`config.mk`:
```
export PLATFORM = sky130hd
export DESIGN_NAME = outpass_config_sequencer
export DESIGN_NICKNAME = d
export VERILOG_FILES = /design/src/rtl/outpass_config_sequencer.sv
export SDC_FILE = /design/constraint.sdc
export NUM_CORES = 1
export LEC_CHECK = 0
export CAP_MARGIN = 20
export CORE_UTILIZATION = 55
export DETAILED_ROUTE_END_ITERATION = 8
export PLACE_DENSITY = 0.83
export SYNTH_ARGS = -nofsm -noshare
export SYNTH_HDL_FRONTEND = slang
export SYNTH_SLANG_ARGS = --single-unit
```
`constraint.sdc`:
```
create_clock -name UserCLK -period 2.1 [get_ports UserCLK]
set_input_delay 0.21 -clock UserCLK [delete_from_list [all_inputs] [get_ports UserCLK]]
set_output_delay 0.21 -clock UserCLK [all_outputs]
set_load 0.03 [all_outputs]
```
`src/rtl/outpass_config_sequencer.sv`:
```
// outpass_config_sequencer: byte-framed shadow/commit controller for output-pass BEL bypass selects.
// Optional readback of active selects via opcode 11 when OUTPASS_CFG_READBACK_EN is defined.
module outpass_config_sequencer #(
  parameter int NUM_BELS     = 4,
  parameter int BITS_PER_BEL = 4
) (
  input  logic                             UserCLK,
  input  logic                             resetn,
  input  logic                             frame_valid,
  output logic                             frame_ready,
  input  logic [7:0]                       frame_data,
  input  logic                             frame_last,
  output logic [NUM_BELS*BITS_PER_BEL-1:0] ConfigBits,
  output logic                             cfg_update,
  output logic                             err
`ifdef OUTPASS_CFG_READBACK_EN
  ,
  output logic                             rd_valid,
  output logic [BITS_PER_BEL-1:0]          rd_data
`endif
);
  localparam int W = NUM_BELS * BITS_PER_BEL;
  typedef enum logic [1:0] {IDLE, DATA, COMMIT, DRAIN} state_t;
  state_t state, nxt;
  logic [W-1:0] shadow;
  logic [5:0] idx;
  logic [1:0] op;
  logic acc, in_rng, ok, set_err, do_wr, do_clear;
  assign acc    = frame_valid & frame_ready;
  assign op     = frame_data[7:6];
  assign in_rng = {1'b0, frame_data[5:0]} < 7'(NUM_BELS);
`ifdef OUTPASS_CFG_READBACK_EN
  logic do_rd;
  logic [BITS_PER_BEL-1:0] sel;
  assign ok    = op == 2'b00 ? !frame_last && in_rng : op == 2'b11 ? frame_last && in_rng : frame_last;
  assign do_rd = state == IDLE && acc && ok && op == 2'b11;
  always_comb begin
    sel = '0;
    for (int k = 0; k < NUM_BELS; k++)
      if (frame_data[5:0] == 6'(k)) sel = ConfigBits[k*BITS_PER_BEL +: BITS_PER_BEL];
  end
`else
  assign ok = op == 2'b00 ? !frame_last && in_rng : op == 2'b11 ? 1'b0 : frame_last;
`endif
  always_comb begin
    nxt      = state;
    set_err  = 1'b0;
    do_wr    = 1'b0;
    do_clear = 1'b0;
    case (state)
      IDLE: if (acc) begin
        set_err  = !ok;
        do_clear = ok && op == 2'b10;
        nxt      = !ok ? (frame_last ? IDLE : DRAIN) : op == 2'b00 ? DATA : op == 2'b01 ? COMMIT : IDLE;
      end
      DATA: if (acc) begin
        do_wr   = 1'b1;
        set_err = !frame_last;
        nxt     = frame_last ? IDLE : DRAIN;
      end
      COMMIT: nxt = IDLE;
      default: if (acc && frame_last) nxt = IDLE;
    endcase
  end
  always_ff @(posedge UserCLK)
    if (!resetn) state <= IDLE;
    else state <= nxt;
  // Ready is registered from the next state so the COMMIT cycle shows as a bubble.
  always_ff @(posedge UserCLK)
    if (!resetn) begin
      shadow      <= '0;
      ConfigBits  <= '0;
      cfg_update  <= 1'b0;
      err         <= 1'b0;
      frame_ready <= 1'b0;
      idx         <= '0;
`ifdef OUTPASS_CFG_READBACK_EN
      rd_valid    <= 1'b0;
      rd_data     <= '0;
`endif
    end else begin
      frame_ready <= nxt != COMMIT;
      cfg_update  <= do_clear || state == COMMIT;
      err         <= !do_clear && (err || set_err);
      if (state == IDLE && acc) idx <= frame_data[5:0];
      if (do_clear) begin
        shadow     <= '0;
        ConfigBits <= '0;
      end else if (state == COMMIT) ConfigBits <= shadow;
      if (do_wr)
        for (int k = 0; k < NUM_BELS; k++)
          if (idx == 6'(k)) shadow[k*BITS_PER_BEL +: BITS_PER_BEL] <= frame_data[BITS_PER_BEL-1:0];
`ifdef OUTPASS_CFG_READBACK_EN
      rd_valid <= do_rd;
      if (do_rd) rd_data <= sel;
`endif
    end
endmodule

```
## After elaboration in Yosys (flattened, before gate mapping)

Cells that the tools add are included.

| storage, ports and cells | value |
|---|---|
| register bits | 43 |
| input port bits | 12 |
| word-level logic and storage cells | 56 |
| output and inout bits | 19 |

| operators by class | value |
|---|---|
| muxes and demuxes | 23 |
| equal/unequal tests | 9 |
| bitwise logic cells | 2 |
| reduce and logical (&&, ||, !) cells | 14 |
| order comparisons | 1 |

Operators by type and width:

| cell | number |
|---|---|
| $mux W16 | 2 |
| $mux W4 | 4 |
| $mux W2 | 7 |
| $eq A6 B2 Y1 const B | 2 |
| $mux W1 | 8 |
| $eq A2 B2 Y1 const B | 3 |
| $eq A6 B1 Y1 const B | 1 |
| $logic_not A6 Y1 | 1 |
| $lt A6 B3 Y1 const B | 1 |
| $pmux W2 S3 | 1 |
| $logic_and A1 B1 Y1 | 5 |
| $eq A2 B1 Y1 const B | 2 |
| $logic_not A2 Y1 | 2 |
| $logic_not A1 Y1 | 3 |
| $logic_or A1 B1 Y1 | 2 |
| $ne A2 B2 Y1 const B | 1 |
| $pmux W1 S2 | 1 |
| $reduce_or A2 Y1 | 1 |
| $and A1 B1 Y1 | 1 |
| $not A1 Y1 | 1 |

## Logic depth before layout (Yosys ltp)

| logic depth | value |
|---|---|
| depth in word-level cells | 9 |
| depth in mapped cells | 6 |
| mapped depth without buffers | 3 |

## Least setup slack after synthesis

OpenSTA, ideal clock, no wires.

| path | value |
|---|---|
| kind | register -> register |
| from | register frame_ready |
| to | register err |
| data arrival time | 1.285 ns |
| cell stages (with the launch flop) | 6 |
| setup time | 0.123 ns |
| path buffers | 2 |
| clock period less this slack | 1.408 ns |
| setup slack | 0.692 ns |
| cells stage by stage | dfxtp_1 -> nand4bb_1 -> buf_4 -> o21ai_4 -> buf_4 -> a21oi_1 |

| between the ends | value |
|---|---|
| cells in the longest elaborated chain, start to end | 5 |
| elaborated cells on any way between the ends | 9 |
| those cells by class | mux (5); bitwise (1); reduce/logical (3) |

Ends and longest elaborated chain:

| element | line | RTL |
|---|---|---|
| start, declared | 10 | `output logic frame_ready,` |
| start signal, assigned | 75 | `frame_ready <= 1'b0;` |
| start signal, assigned | 82 | `frame_ready <= nxt != COMMIT;` |
| $and A1 B1 Y1 * | 29 | `assign acc = frame_valid & frame_ready;` |
| $mux W1 (on tied branches) | 56, 51 |  |
| $pmux W1 S2 or $mux W1 (tied branches) | 50 | `case (state)` |
| $logic_or A1 B1 Y1 or $logic_not A1 Y1 (tied branches) | 84 | `err <= !do_clear && (err \|\| set_err);` |
| $logic_and A1 B1 Y1 * | 84 |  |
| end signal, assigned | 84 |  |
| end, declared | 15 | `output logic err` |

Mark *: on every way between the ends. The rest lies on a longest branch, timed or not.
A chain may end at the register's enable or synchronous reset.

## Final worst setup path

| path | value |
|---|---|
| from | register frame_ready |
| to | output frame_ready |

No word-level cell between the ends.

==> impl.org <==
** Run status
- Run status :: finished clean

** Worst setup path
- The largest single stage delay on the critical path is 0.70 ns.
- CP top delay family :: buffers and inverters
- Counting both buffers and inverters, the worst setup path holds a total of 1.
- Slowest-stage cell, CP :: sky130_fd_sc_hd__clkdlybuf4s50_1
- Walking the worst path, the cells encountered are clkdlybuf4s50_1.
- Worst Setup Path Type :: reg2out
- Worst endpoint data arrival time :: between 1 and 1.5 ns
- STA puts the critical path data required time at 1.89 ns.
- STA classifies the critical path endpoint as an output pin.
- Nature of the critical path startpoint :: register
- Critical-path maximum fanout :: 7

** Clock network
- Buffer cell driving the clock tree root :: sky130_fd_sc_hd__clkbuf_4
- The clock passes through at most 2 buffers.
- TritonCTS built the clock tree.
- The number of clock buffers added by TritonCTS is 5.
- In this run the number of H-tree levels came out at 2.
- In this run the post-CTS setup repair buffer count came out at 0.
- Clock latency on the worst-skew pair, taken at its later pin, is 0.35 ns.
- After clock tree synthesis, the repair step resized 0 gates.
- Clock Pin Slew Worst Setup and Hold Paths :: 0.12 ns
- The clock drives 43 sinks.
- Number of buffers inserted for hold repair after clock tree synthesis :: 0

** Detailed routing
- The detailed router put a total of ~1.6 mm of wire on met1.
- Wire segments on met2 add up to roughly 1.8 mm in the final route.
- Dividing the detail-routed wire length by the instance count gives 13.9 um.
- Number of antenna-violating nets in the routed design :: 0
- Count of TritonRoute iterations in the first routing pass :: 4
- Uppermost layer routed :: met4
- For this run, design rule violations remaining after detail routing come to 0.
- Number of violations reported at the end of detailed-routing iteration 0 :: 68
- For this block, the routed nets add up to 3.66 mm of wire.
- Number of vias per cell after detailed routing :: 5.53
- Overall via count from detail_route :: 1455
- Met3 wire len :: ~160 um

** Logic synthesis
- The number of nets handed over by synthesis was 201.
- Sequential elements use 48.4% of the synthesized area.
- Post-synth EDFFs :: 0
- Yosys attributes the largest share of cell area to sky130_fd_sc_hd__dfxtp_1 48%, sky130_fd_sc_hd__mux2i_1 12%, sky130_fd_sc_hd__nand2_1 7.8%.
- Of the post-synthesis cell area, the dominant cell type holds 48.4%.
- A synthesized cell averages about 9.4 um^2.
- Unique cell type count in the Yosys netlist :: 32
- After technology mapping, the gate count stands at 189.
- Most frequently used cell type in the post-synthesis netlist :: sky130_fd_sc_hd__dfxtp_1
- Most used standard cells in the synthesized netlist :: 43 x sky130_fd_sc_hd__dfxtp_1, 37 x sky130_fd_sc_hd__nand2_1, 22 x sky130_fd_sc_hd__mux2i_1
- Number of warning messages in the yosys log :: 0
- The mapped netlist covers 1780 um^2.
- Async set-reset flop share out of synthesis :: 0%
- Library cell with the largest summed area after synthesis :: sky130_fd_sc_hd__dfxtp_1
- Total of flip-flops plus latches after synthesis :: 43
- The most used flip-flop cell after synthesis is sky130_fd_sc_hd__dfxtp_1.

** Power
- The share of total power dissipated in the clock network is 32.0%.
- Dividing total power by cell area gives a power density of 706 nW/um^2.
- Switching power summed over all nets :: ~0.00038 W
- P_leak :: 0.887 nW
- Combinational logic burns 12.7% of the power.
- Switching fraction of total power :: 24.8%
- VDD sags by at most 0.445 mV.
- The internal power of the cells totals 0.00117 W.
- Per report_power, the sequential group accounts for 55.3% of the total.

** Global route
- Wire length of the first global-routing pass :: 6.03 mm
- Number of global-route vias before repair :: 1340
- Entering global routing, the biggest net connects 26 pins.
- Global route total overflow :: 0
- Number of antenna violations at the first check in global routing :: 0
- Total routing resource utilization after global routing :: 23.8%

** Finish
- In the final layout, the share of cells above drive strength 1 is 7.31%.
- After the last flow step, the layout net total stands at 231.
- Diode count :: 0
- Cells fill 71.9% of the core in the end.
- Filler instances :: 249
- From synthesis to final layout, the design area changed by 23.5%.

** Timing
- Fmax achieved :: 588 MHz
- Final number of hold-violating endpoints :: 0
- In this run the tightest slew margin relative to its limit is 69.5%.
- Summed over all failing endpoints, the final setup total negative slack is 0 ns.
- Share of the clock period used by the worst path :: 81.0%
- Tightest Pin Transition :: ~0.46 ns
- The routed design could run at a clock period as short as 1.70 ns.
- Largest clock skew in the final design :: 0.00450 ns
- Setup repair after global routing left no endpoint under its margin.
- Setup violations remaining at the end of the flow were counted as 0.
- Slew Limit Fails :: 0

** Floorplanning
- 31 I/O pins were placed.
- Placeable core region :: 3050 um^2
- In this run the vertical extent of the chip is 58.9 um.
- After floorplanning, the core was divided into 20 placement rows.
- The die covers 3460 um^2.
- Initial core utilization :: 58.2%
- The floorplan step set the die width to 58.9 um.

** Placed design
- Last weighted congestion value of the routability-driven placer :: 0.814
- Port buffering added 30 buffers.
- The HPWL after detailed placement is 2.64 mm.

** Min path
- Kind of path behind the tightest hold check :: reg2reg

** Run
- Max-cap violations in this run came to 0.
==> sequential cells by signal, summed over array words and instances (netlist names) <==
signal,cells
err,1
frame_ready,1
ConfigBits,16
cfg_update,1
state,2
idx,6
shadow,16
==> layout by cell type (no fill, tap or decap), types with 2 or more instances in the layout <==
cell,count
sky130_fd_sc_hd__a21oi_1,17
sky130_fd_sc_hd__and2_1,2
sky130_fd_sc_hd__buf_4,6
sky130_fd_sc_hd__clkbuf_4,5
sky130_fd_sc_hd__clkdlybuf4s50_1,30
sky130_fd_sc_hd__dfxtp_1,43
sky130_fd_sc_hd__inv_1,3
sky130_fd_sc_hd__mux2i_1,22
sky130_fd_sc_hd__nand2_1,37
sky130_fd_sc_hd__nand3b_1,2
sky130_fd_sc_hd__nand4_1,4
sky130_fd_sc_hd__nor2_1,8
sky130_fd_sc_hd__nor2b_1,3
sky130_fd_sc_hd__o211ai_1,17
==> per-layer routing <==
layer	track usage [%]	vias to the layer above
li1	-	731
met1	28.9	674
met2	40.1	44
met3	5.93	6
met4	9.52	0
met5	0	-
==> worst paths after layout <==
path | from | end | slack [ns] | depth (start not counted)
min reg2reg | ConfigBits[10]$_SDFFE_PP0P_ | ConfigBits[10]$_SDFFE_PP0P_ | 0.46 | 2
min | ConfigBits[10]$_SDFFE_PP0P_ | ConfigBits[10]$_SDFFE_PP0P_ | 0.46 | 2
max | frame_ready$_SDFF_PN0_ | frame_ready | 0.40 | 1
max reg2reg | state[0]$_SDFF_PN0_ | ConfigBits[1]$_SDFFE_PP0P_ | 0.56 | 4
==> power groups by stage <==
stage          Combinational (W)  Sequential [W]  Clock, W
2_1_floorplan           0.000122        0.000880         0
5_1_grt                 0.000211        0.000862  0.000538
3_5_place_dp            0.000194        0.000876         0
3_3_place_gp            0.000187        0.000874         0
6_report                0.000197        0.000858  0.000496
4_1_cts                 0.000195        0.000858  0.000502
==> final cells by class <==
| cell class | count | area, um^2 | share of cell area (%) |
|---|---|---|---|
| timing repair buffer | 37 | 365 | 16.6 |
| clock inverter | 1 | 30.0 | 1.37 |
| sequential | 43 | 861 | 39.2 |
| inverter | 3 | 11.3 | 0.513 |
| multi-input combinational | 129 | 832 | 37.9 |
| tap | 44 | 55.1 | 2.51 |
| clock buffer | 6 | 41.3 | 1.88 |
==> cells by family after synthesis <==
| kind of cell | share of synthesized area (%) |
|---|---|
| and+or+nand+nor | 17.8 |
| DFF | 48.4 |
| AOI/OAI and AO/OA | 16.1 |
| muxes | 12.4 |
| buffers and inverters | 4.79 |
| xor gates and xnor gates | 0.493 |
==> through the flow <==
step                      cells  setup slack [ns]  hold slack, ns  instance area (um^2)  total power (W)
after floorplan             189             0.692           0.354                  1780          0.00100
after global placement      255             0.373           0.442                  2120          0.00106
after detailed placement    255             0.284           0.448                  2120          0.00107
after CTS                   262             0.396           0.464                  2190          0.00155
after global routing        263             0.331           0.473                  2200          0.00161
final                       263             0.399           0.460                  2200          0.00155
No activity file was read; power rests on OpenSTA's default activity.
